--- config.mk ---
export PLATFORM = sky130hd
export DESIGN_NAME = idecode
export DESIGN_NICKNAME = d
export VERILOG_FILES = /design/src/rtl/idecode.sv
export SDC_FILE = /design/constraint.sdc
export NUM_CORES = 2
export LEC_CHECK = 0
export CORE_MARGIN = 3
export CORE_UTILIZATION = 48
export CTS_BUF_LIST = sky130_fd_sc_hd__clkbuf_8
export CTS_CLUSTER_DIAMETER = 40
export DETAILED_ROUTE_END_ITERATION = 8
export PLACE_DENSITY = 0.66
export SLEW_MARGIN = 20
export SYNTH_ARGS = -nofsm -noshare
export SYNTH_HDL_FRONTEND = slang
export SYNTH_SLANG_ARGS = --single-unit
--- constraint.sdc ---
create_clock -name clk -period 7.5 [get_ports clk]
set_input_delay 1.5 -clock clk [delete_from_list [all_inputs] [get_ports clk]]
set_output_delay 1.5 -clock clk [all_outputs]
set_load 0.03 [all_outputs]
--- src/rtl/idecode.sv ---
// idecode: instruction decode stage between ifetch and execute.
// Decodes fields and control, reads the 32x32 register file with write-through
// bypass, resolves branches/jumps, detects load-use and branch-operand hazards
// and registers one decoded bundle per cycle.
//
// Handshake: this stage has no valid/ready pair. Upstream, stall_o=1 tells
// ifetch to hold inst_i/inst_addr_i at the next edge and branch_o=1 redirects
// it. Downstream, stall_i=1 from execute freezes every output and the FSM
// state. valid_o=0 marks a bubble.
module idecode #(
    parameter int AW = 16,
    parameter int DW = 32
) (
    input  logic          clk,
    input  logic          rst,
    input  logic [DW-1:0] inst_i,
    input  logic [AW-1:0] inst_addr_i,
    input  logic          stall_i,
    input  logic          wb_we_i,
    input  logic [4:0]    wb_rd_i,
    input  logic [DW-1:0] wb_data_i,
    input  logic          hz_we_i,
    input  logic [4:0]    hz_rd_i,
    output logic          branch_o,
    output logic [AW-1:0] branch_addr_o,
    output logic          stall_o,
    output logic          valid_o,
    output logic [5:0]    op_o,
    output logic [4:0]    rd_o,
    output logic [DW-1:0] rs1_data_o,
    output logic [DW-1:0] rs2_data_o,
    output logic [31:0]   imm_o,
    output logic [AW-1:0] pc_o,
    output logic          reg_we_o,
    output logic          mem_re_o,
    output logic          mem_we_o,
    output logic          illegal_o,
    output logic          state_o
);

    localparam logic [5:0] OP_NOP  = 6'h00;
    localparam logic [5:0] OP_ADD  = 6'h01;
    localparam logic [5:0] OP_SUB  = 6'h02;
    localparam logic [5:0] OP_AND  = 6'h03;
    localparam logic [5:0] OP_OR   = 6'h04;
    localparam logic [5:0] OP_XOR  = 6'h05;
    localparam logic [5:0] OP_ADDI = 6'h08;
    localparam logic [5:0] OP_LD   = 6'h10;
    localparam logic [5:0] OP_ST   = 6'h11;
    localparam logic [5:0] OP_BEQ  = 6'h18;
    localparam logic [5:0] OP_BNE  = 6'h19;
    localparam logic [5:0] OP_JMP  = 6'h1A;

    typedef enum logic {RUN = 1'b0, SQUASH = 1'b1} state_t;

    state_t state_q, state_nx;

    logic [DW-1:0] rf [32];

    // Instruction fields
    logic [5:0]  op_f;
    logic [4:0]  rd_f, rs1_f, rs2_f;
    logic [31:0] imm_sext;

    assign op_f     = inst_i[31:26];
    assign rd_f     = inst_i[25:21];
    assign rs1_f    = inst_i[20:16];
    assign rs2_f    = inst_i[15:11];
    assign imm_sext = {{16{inst_i[15]}}, inst_i[15:0]};

    // Decoded control
    logic [5:0] d_op;
    logic [4:0] d_rd;
    logic       d_we, d_re, d_mwe, d_ill;
    logic       use_rs1, use_rs2, is_br, is_bne, is_jmp;

    // Opcode decode; unknown opcodes become a NOP flagged illegal
    always_comb begin
        d_op    = op_f;
        d_we    = 1'b0;
        d_re    = 1'b0;
        d_mwe   = 1'b0;
        d_ill   = 1'b0;
        use_rs1 = 1'b0;
        use_rs2 = 1'b0;
        is_br   = 1'b0;
        is_bne  = 1'b0;
        is_jmp  = 1'b0;
        case (op_f)
            OP_NOP: ;
            OP_ADD, OP_SUB, OP_AND, OP_OR, OP_XOR: begin
                d_we    = 1'b1;
                use_rs1 = 1'b1;
                use_rs2 = 1'b1;
            end
            OP_ADDI: begin
                d_we    = 1'b1;
                use_rs1 = 1'b1;
            end
            OP_LD: begin
                d_we    = 1'b1;
                d_re    = 1'b1;
                use_rs1 = 1'b1;
            end
            OP_ST: begin
                d_mwe   = 1'b1;
                use_rs1 = 1'b1;
                use_rs2 = 1'b1;
            end
            OP_BEQ, OP_BNE: begin
                is_br   = 1'b1;
                is_bne  = (op_f == OP_BNE);
                use_rs1 = 1'b1;
                use_rs2 = 1'b1;
            end
            OP_JMP: is_jmp = 1'b1;
            default: begin
                d_op  = OP_NOP;
                d_ill = 1'b1;
            end
        endcase
        if (rd_f == 5'd0) d_we = 1'b0;
        d_rd = d_ill ? 5'd0 : rd_f;
    end

    // Register file reads: r0 is hardwired zero, same-cycle writeback bypasses
    logic [DW-1:0] rs1_rd, rs2_rd;

    always_comb begin
        rs1_rd = rf[rs1_f];
        rs2_rd = rf[rs2_f];
        if (wb_we_i && wb_rd_i == rs1_f) rs1_rd = wb_data_i;
        if (wb_we_i && wb_rd_i == rs2_f) rs2_rd = wb_data_i;
        if (rs1_f == 5'd0) rs1_rd = '0;
        if (rs2_f == 5'd0) rs2_rd = '0;
    end

    // Hazards, branch resolution and the ifetch control outputs
    logic load_use, br_hz, hazard, taken, bubble;

    always_comb begin
        load_use = valid_o && mem_re_o && (rd_o != 5'd0) &&
                   ((use_rs1 && rs1_f == rd_o) || (use_rs2 && rs2_f == rd_o));
        br_hz    = is_br &&
                   (((rs1_f != 5'd0) &&
                     ((valid_o && reg_we_o && rs1_f == rd_o) || (hz_we_i && rs1_f == hz_rd_i))) ||
                    ((rs2_f != 5'd0) &&
                     ((valid_o && reg_we_o && rs2_f == rd_o) || (hz_we_i && rs2_f == hz_rd_i))));
        // The wrong-path word in SQUASH is discarded, so it cannot cause a hazard
        hazard   = (state_q == RUN) && (load_use || br_hz);
        taken    = (state_q == RUN) && !hazard && !stall_i &&
                   (is_jmp || (is_br && ((rs1_rd == rs2_rd) != is_bne)));
        bubble   = (state_q == SQUASH) || hazard;
        stall_o  = stall_i || hazard;
        branch_o = taken;
        branch_addr_o = is_jmp ? inst_i[AW-1:0]
                               : inst_addr_i + AW'(1) + imm_sext[AW-1:0];
    end

    // FSM state register
    always_ff @(posedge clk or negedge rst) begin
        if (!rst) state_q <= RUN;
        else      state_q <= state_nx;
    end

    // FSM next state: a taken branch squashes exactly one unstalled cycle
    always_comb begin
        state_nx = state_q;
        if (!stall_i) begin
            case (state_q)
                RUN:     if (taken) state_nx = SQUASH;
                SQUASH:  state_nx = RUN;
                default: state_nx = RUN;
            endcase
        end
    end

    assign state_o = (state_q == SQUASH);

    // Register file write port; r0 never stored
    always_ff @(posedge clk or negedge rst) begin
        if (!rst) begin
            for (int i = 0; i < 32; i++) rf[i] <= '0;
        end else if (wb_we_i && wb_rd_i != 5'd0) begin
            rf[wb_rd_i] <= wb_data_i;
        end
    end

    // Decoded bundle register: hold on stall_i, bubble on hazard/squash
    always_ff @(posedge clk or negedge rst) begin
        if (!rst) begin
            valid_o    <= 1'b0;
            op_o       <= '0;
            rd_o       <= '0;
            rs1_data_o <= '0;
            rs2_data_o <= '0;
            imm_o      <= '0;
            pc_o       <= '0;
            reg_we_o   <= 1'b0;
            mem_re_o   <= 1'b0;
            mem_we_o   <= 1'b0;
            illegal_o  <= 1'b0;
        end else if (!stall_i) begin
            if (bubble) begin
                valid_o    <= 1'b0;
                op_o       <= '0;
                rd_o       <= '0;
                rs1_data_o <= '0;
                rs2_data_o <= '0;
                imm_o      <= '0;
                pc_o       <= '0;
                reg_we_o   <= 1'b0;
                mem_re_o   <= 1'b0;
                mem_we_o   <= 1'b0;
                illegal_o  <= 1'b0;
            end else begin
                valid_o    <= 1'b1;
                op_o       <= d_op;
                rd_o       <= d_rd;
                rs1_data_o <= rs1_rd;
                rs2_data_o <= rs2_rd;
                imm_o      <= imm_sext;
                pc_o       <= inst_addr_i;
                reg_we_o   <= d_we;
                mem_re_o   <= d_re;
                mem_we_o   <= d_mwe;
                illegal_o  <= d_ill;
            end
        end
    end

endmodule

# ---- Word-level counts from Yosys, hierarchy flattened
# Index checks and enable logic that the tools add are counted.
dict set report totals {
  ff_bits 1153
  in_bits 95
  output_inout_bits 147
  elab_cells 157
}
dict set report classes {
  n_addsub 2
  magnitude_cmp 4
  eq_ne 19
  muxes 39
  bitwise 4
  n_reduce_logical 45
}
# operator n
set op_table {}
lappend op_table {{$bwmux W1024} 1}
lappend op_table {{$mux W32} 12}
lappend op_table {{$bmux W32 S5} 2}
lappend op_table {{$demux W32 S5} 1}
lappend op_table {{$eq A32 B32 Y1} 1}
lappend op_table {{$mux W16} 2}
lappend op_table {{$eq A5 B5 Y1} 6}
lappend op_table {{$eq A6 B5 Y1 const B} 5}
lappend op_table {{$logic_and A1 B1 Y1} 22}
lappend op_table {{$reduce_bool A5 Y1} 4}
lappend op_table {{$ge A6 B6 Y1 const B} 3}
lappend op_table {{$not A5 Y6} 3}
lappend op_table {{$add A16 B1 Y16 const B} 1}
lappend op_table {{$add A16 B16 Y16} 1}
lappend op_table {{$mux W1} 16}
lappend op_table {{$logic_not A5 Y1} 3}
lappend op_table {{$eq A6 B2 Y1 const B} 2}
lappend op_table {{$eq A6 B3 Y1 const B} 2}
lappend op_table {{$mux W6} 2}
lappend op_table {{$reduce_or A12 Y1} 1}
lappend op_table {{$mux W5} 2}
lappend op_table {{$reduce_or A10 Y1} 1}
lappend op_table {{$logic_or A1 B1 Y1} 8}
lappend op_table {{$reduce_or A8 Y1} 1}
lappend op_table {{other kinds (10)} 11}

# ---- Longest topological paths before layout
dict set report logic_depth {
  depth_word 14
  mapped_depth 16
  depth_no_buf 15
}

# ---- Worst setup path after synthesis
# Ideal clock, no wire load.
dict set report synth_path {
  kind {input-to-output}
  from {input port inst_i[17]}
  to {output port branch_o}
  arrival_ns 4.513
  t_required_ns 6.000
  slack_ns 1.487
  stages 14
  path_buffers 4
  cell_sequence {buf_2 buf_2 clkbuf_1 buf_1 mux4_2 a22oi_1 a21oi_1 a221oi_1 xor2_1 nor4_1 and4_1 nand3_1 a21oi_1 o21a_1}
}
dict set report synth_between {
  elab_chain_cells 12
  elab_cells_between_ends 31
  classes_between {eq/ne: 5; mux: 5; bitwise: 1; reduce/logical: 20}
}
# element line
set synth_rtl {}
lappend synth_rtl {{from (decl)} 16} ;# input logic [DW-1:0] inst_i,
lappend synth_rtl {{branches (longest 11 deep; another with $bmux W32 S5)} n/a}
lappend synth_rtl {{$logic_and A1 B1 Y1 *} 151} ;# taken = (state_q == RUN) && !hazard && !stall_i &&
lappend synth_rtl {{to (decl)} 24} ;# output logic branch_o,
# Every way passes the cells marked *. The select of a mux whose other input is x is not followed.

# ---- Worst setup path after layout
dict set report layout_path {
  from {input port wb_rd_i[2]}
  to {output port branch_o}
}
dict set report layout_between {
  elab_chain_cells 9
  elab_cells_between_ends 13
  classes_between {eq/ne: 4; mux: 4; reduce/logical: 5}
}
# element line
set layout_rtl {}
lappend layout_rtl {{from (decl)} 20} ;# input logic [4:0] wb_rd_i,
lappend layout_rtl {{$eq A5 B5 Y1, on equally long branches} {132, 133}}
lappend layout_rtl {{$logic_and A1 B1 Y1, on equally long branches} {132, 133}}
lappend layout_rtl {{$mux W32, on equally long branches} {132, 133}}
lappend layout_rtl {{$mux W32, on equally long branches} {134, 135}}
lappend layout_rtl {{$eq A32 B32 Y1 *} 152} ;# (is_jmp || (is_br && ((rs1_rd == rs2_rd) != is_bne)));
lappend layout_rtl {{$ne A1 B1 Y1 *} 152}
lappend layout_rtl {{$logic_and A1 B1 Y1 *} 152}
lappend layout_rtl {{$logic_or A1 B1 Y1 *} 152}
lappend layout_rtl {{$logic_and A1 B1 Y1 *} 151}
# Mark *: on every way between the ends. The rest lies on a longest branch, timed or not.

==> impl_metrics.py <==
metrics = {
    "timing": {
        "finalHoldViolations": 0,
        "fin_tns_setup_ns": 0,
        "finalCritPeriodShare_pct": 97.3,
        "fin_skew_ns": 0.0502,
        "slew_violations": 0,
        "tightest_slew_ns": 1.20,
        "max_freq_mhz": 137,
        "setup_viol": 0,
        "fin_crit_ns": 7.30,
        "rsz0062_at_grt": "false",
        "fin_ws_ns": 0.201,
        "slew_headroom_pct": 19.9,
    },
    "global_routing": {
        "antenna_found_initial": 9,
        "grt_first_pass_wirelength_um": 309000,
        "grt_max_degree": 175,
        "grt_use_total_pct": 32.7,
        "grt_pass1_vias": 42634,
        "grt_overflow": 0,
    },
    "power_and_ir_drop": {
        "power.share.switching_pct": 30.3,
        "ir_worst_vdd_v": 0.000181,
        "power_leakage_nw": 30.2,
        "seqPwrFrac_pct": 44.1,
        "power_frac_clock_pct": 32.0,
        "combPwrFrac_pct": 23.9,
        "p_int_mw": 12.8,
        "power_density_nw_per_um2": 265,
        "finalPower_mw": 18.4,
        "p_switching_mw": 5.58,
    },
    "worst_setup_path": {
        "cp_max_fo": 10,
        "slowest_stage": "clkdlybuf4s50_1",
        "critPathArrivalTime_ns": 5.80,
        "crit_top_cell": "buf_4",
        "cp-startpoint": "wb_rd_i[2]",
        "start_kind": "input pin",
        "worst-setup-path-type": "input pin to output port",
        "cp-end-kind": "output port",
        "r2r-start": "rf[514]$_DFFE_PN0P_",
        "critical_path.cell_chain": "clkdlybuf4s50_1 > xnor2_1 > nand4_1 > o21ai_4 > buf_4 > o22ai_1 > nor2_1 > xor2_1 > nor4_1 > buf_4 > and4_1 > nand3_1 > a21oi_2 > buf_4 > o21a_1 > buf_4",
        "cpPeakStageDelay_ns": 0.70,
        "critPathRequiredTime_ns": 6.00,
    },
    "floorplan": {
        "num_rows": 129,
        "die_h_um": 361,
        "ioPinCount": 242,
        "dieArea_um2": 130000,
        "die_x_um": 361,
        "core-area_um2": 124000,
        "initial_core_util_pct": 48.6,
    },
    "clocking": {
        "clk-insertion-delay-late_ns": 0.94,
        "path_clk_slew_ns": 0.05,
        "cts_buffers": 195,
        "h-tree-depth": 4,
        "clock-root-buffer": "clkbuf_8",
        "numClockSinks": 1137,
        "cts_tree": "built",
        "clockBufferDepth": 3,
    },
    "logic_synthesis": {
        "syn_area_um2": 60400,
        "synth-simple-area-share_pct": 3.23,
        "synthCells": 4218,
        "synth.area.mux_share_pct": 38.5,
        "yosys_warnings": 0,
        "synth_seq_cells": 1137,
        "synth_top_cells_by_area": "dfrtp_1 47%, mux2_2 19%, mux4_2 18%",
        "ys.flop_type": "dfrtp_1",
        "synth_cell_types": 70,
        "synth_fa_ha_area_share_pct": 0.344,
        "synth_top_area_share_pct": 47.1,
        "avgSynthCellArea_um2": 14.3,
        "syn_nets": 4329,
        "ys_seq_area_share_pct": 47.1,
        "yosys.area.top_type": "dfrtp_1",
        "synth_async_sr_flop_share_pct": 100,
        "synth_xor_area_share_pct": 1.12,
        "synth_enable_flop_cells": 0,
        "synth_compound_area_share_pct": 6.10,
        "synth_top_family_by_area": "multiplexers",
    },
    "cells_and_area": {
        "syn_to_final_growth_pct": 15.2,
        "nets": 4558,
        "layout_commonest_cell": "dfrtp_1",
        "layout-drive-gt1-share_pct": 46.9,
        "final_cell_mix": "1137 x dfrtp_1, 1022 x mux2_2, 494 x mux4_2, 258 x clkbuf_8, 233 x buf_4",
    },
    "job": {
        "drv_cap": 0,
    },
    "worst_hold_path": {
        "holdCritStartpoint": "rf[997]$_DFFE_PN0P_",
        "hp-class": "register to register",
    },
    "route": {
        "drt_first_pass_iters": 6,
        "viasPerCell": 6.84,
        "wl_um": 214000,
        "post_drt_wl_per_cell_um": 34.3,
        "via_count": 42730,
        "route.detailed.drc": 0,
        "drt-initial-drc-count": 5585,
        "antenna_left": 0,
    },
    "placement": {
        "port_buffers": 241,
        "place_congestion": 0.964,
        "place_hpwl_um": 138000,
        "place_ws_ns": 0.181,
    },
    "outcome": {
        "status": "complete, no violations",
    },
}
sequential cells by signal (all words and copies together), names as in the netlist, 5 cells and up:
signal	flops
imm_o	16
pc_o	16
rf	1024
rs1_data_o	32
rs2_data_o	32
op_o	6
rd_o	5
through the flow:
step                cells  utilization [%]  hold WS, ns  instance area, um2
floorplan            4218                -        0.441               60400
global placement     5880             52.6        0.376               65300
detailed placement   5883             52.6        0.383               65400
CTS                  6236             55.9        0.396               69500
global route         6241             56.0        0.404               69600
finish               6243             56.0        0.394               69600
path summary, 6_finish.rpt:
path                                            end  slack (ns)  cells past startpoint
worst max-delay path                       branch_o        0.20                     16
worst min-delay path            rf[997]$_DFFE_PN0P_        0.39                      0
worst max register to register  state_o$_DFFE_PN0N_        3.58                     12
worst min register to register  rf[997]$_DFFE_PN0P_        0.39                      0
max in group asynchronous       rf[129]$_DFFE_PN0P_        5.35                      2
min in group asynchronous       rf[253]$_DFFE_PN0P_        0.59                      1
power by group through the flow:
stage / Combinational [mW] / Clock, mW / Sequential (mW)
3_5_place_dp: 4.34 / 0 / 8.19
6_report: 4.41 / 5.89 / 8.13
3_3_place_gp: 4.28 / 0 / 8.12
2_1_floorplan: 2.82 / 0 / 8.04
5_1_grt: 4.63 / 6.24 / 8.25
4_1_cts: 4.35 / 5.96 / 8.08
repair_timing:
item                       CTS  global route
hold buffers                 0             0
buffers inserted             0             4
setup endpoints to repair    0             1
gates resized for setup      0             3
cells in the mapped netlist (33+ instances only):
library cell	number
buf_2	67
mux2i_1	63
buf_4	34
clkbuf_1	294
nor2b_1	33
nand2_1	131
mux2_2	1022
a22oi_1	113
xnor2_1	45
dfrtp_1	1137
buf_1	63
o22ai_1	83
mux4_2	494
nor2_1	97
a22o_1	79
o21ai_0	93
critical path, delay by kind of cell:
kind	cells	cell delay (ns)
AO/OA/AOI/OAI	4	0.92
buffers and inverters	5	1.41
AND/OR/NAND/NOR	5	1.51
XOR/XNOR	2	0.46
layout make-up:
type	instances	area, um2
fillers	10077	54700
multi-input cells	2591	30000
flip-flops and latches	1137	28500
repair buffers	507	4880
clock buffers	258	3550
well taps	1637	2050
clock inverters	95	557
inverters	15	56.3
diodes	3	7.51
routing by layer:
metal / share of wire [%] / track usage, %
met1: 40 / 44.8
met4: 4.6 / 14.1
met5: 0.091 / 0.908
met2: 43 / 47.1
met3: 12 / 11.8
logic make-up (layout without fill, tap and decap cells):
family                     count (synthesis)  after routing
AOI/OAI and AO/OA                        517            517
xor gates and xnor gates                  77             77
adders and majority gates                 16             16
buffers and inverters                    490            875
DFF                                     1137           1137
muxes                                   1579           1579
other                                      0              3
and+or+nand+nor                          402            402
Power figures use the tool's default switching activity.
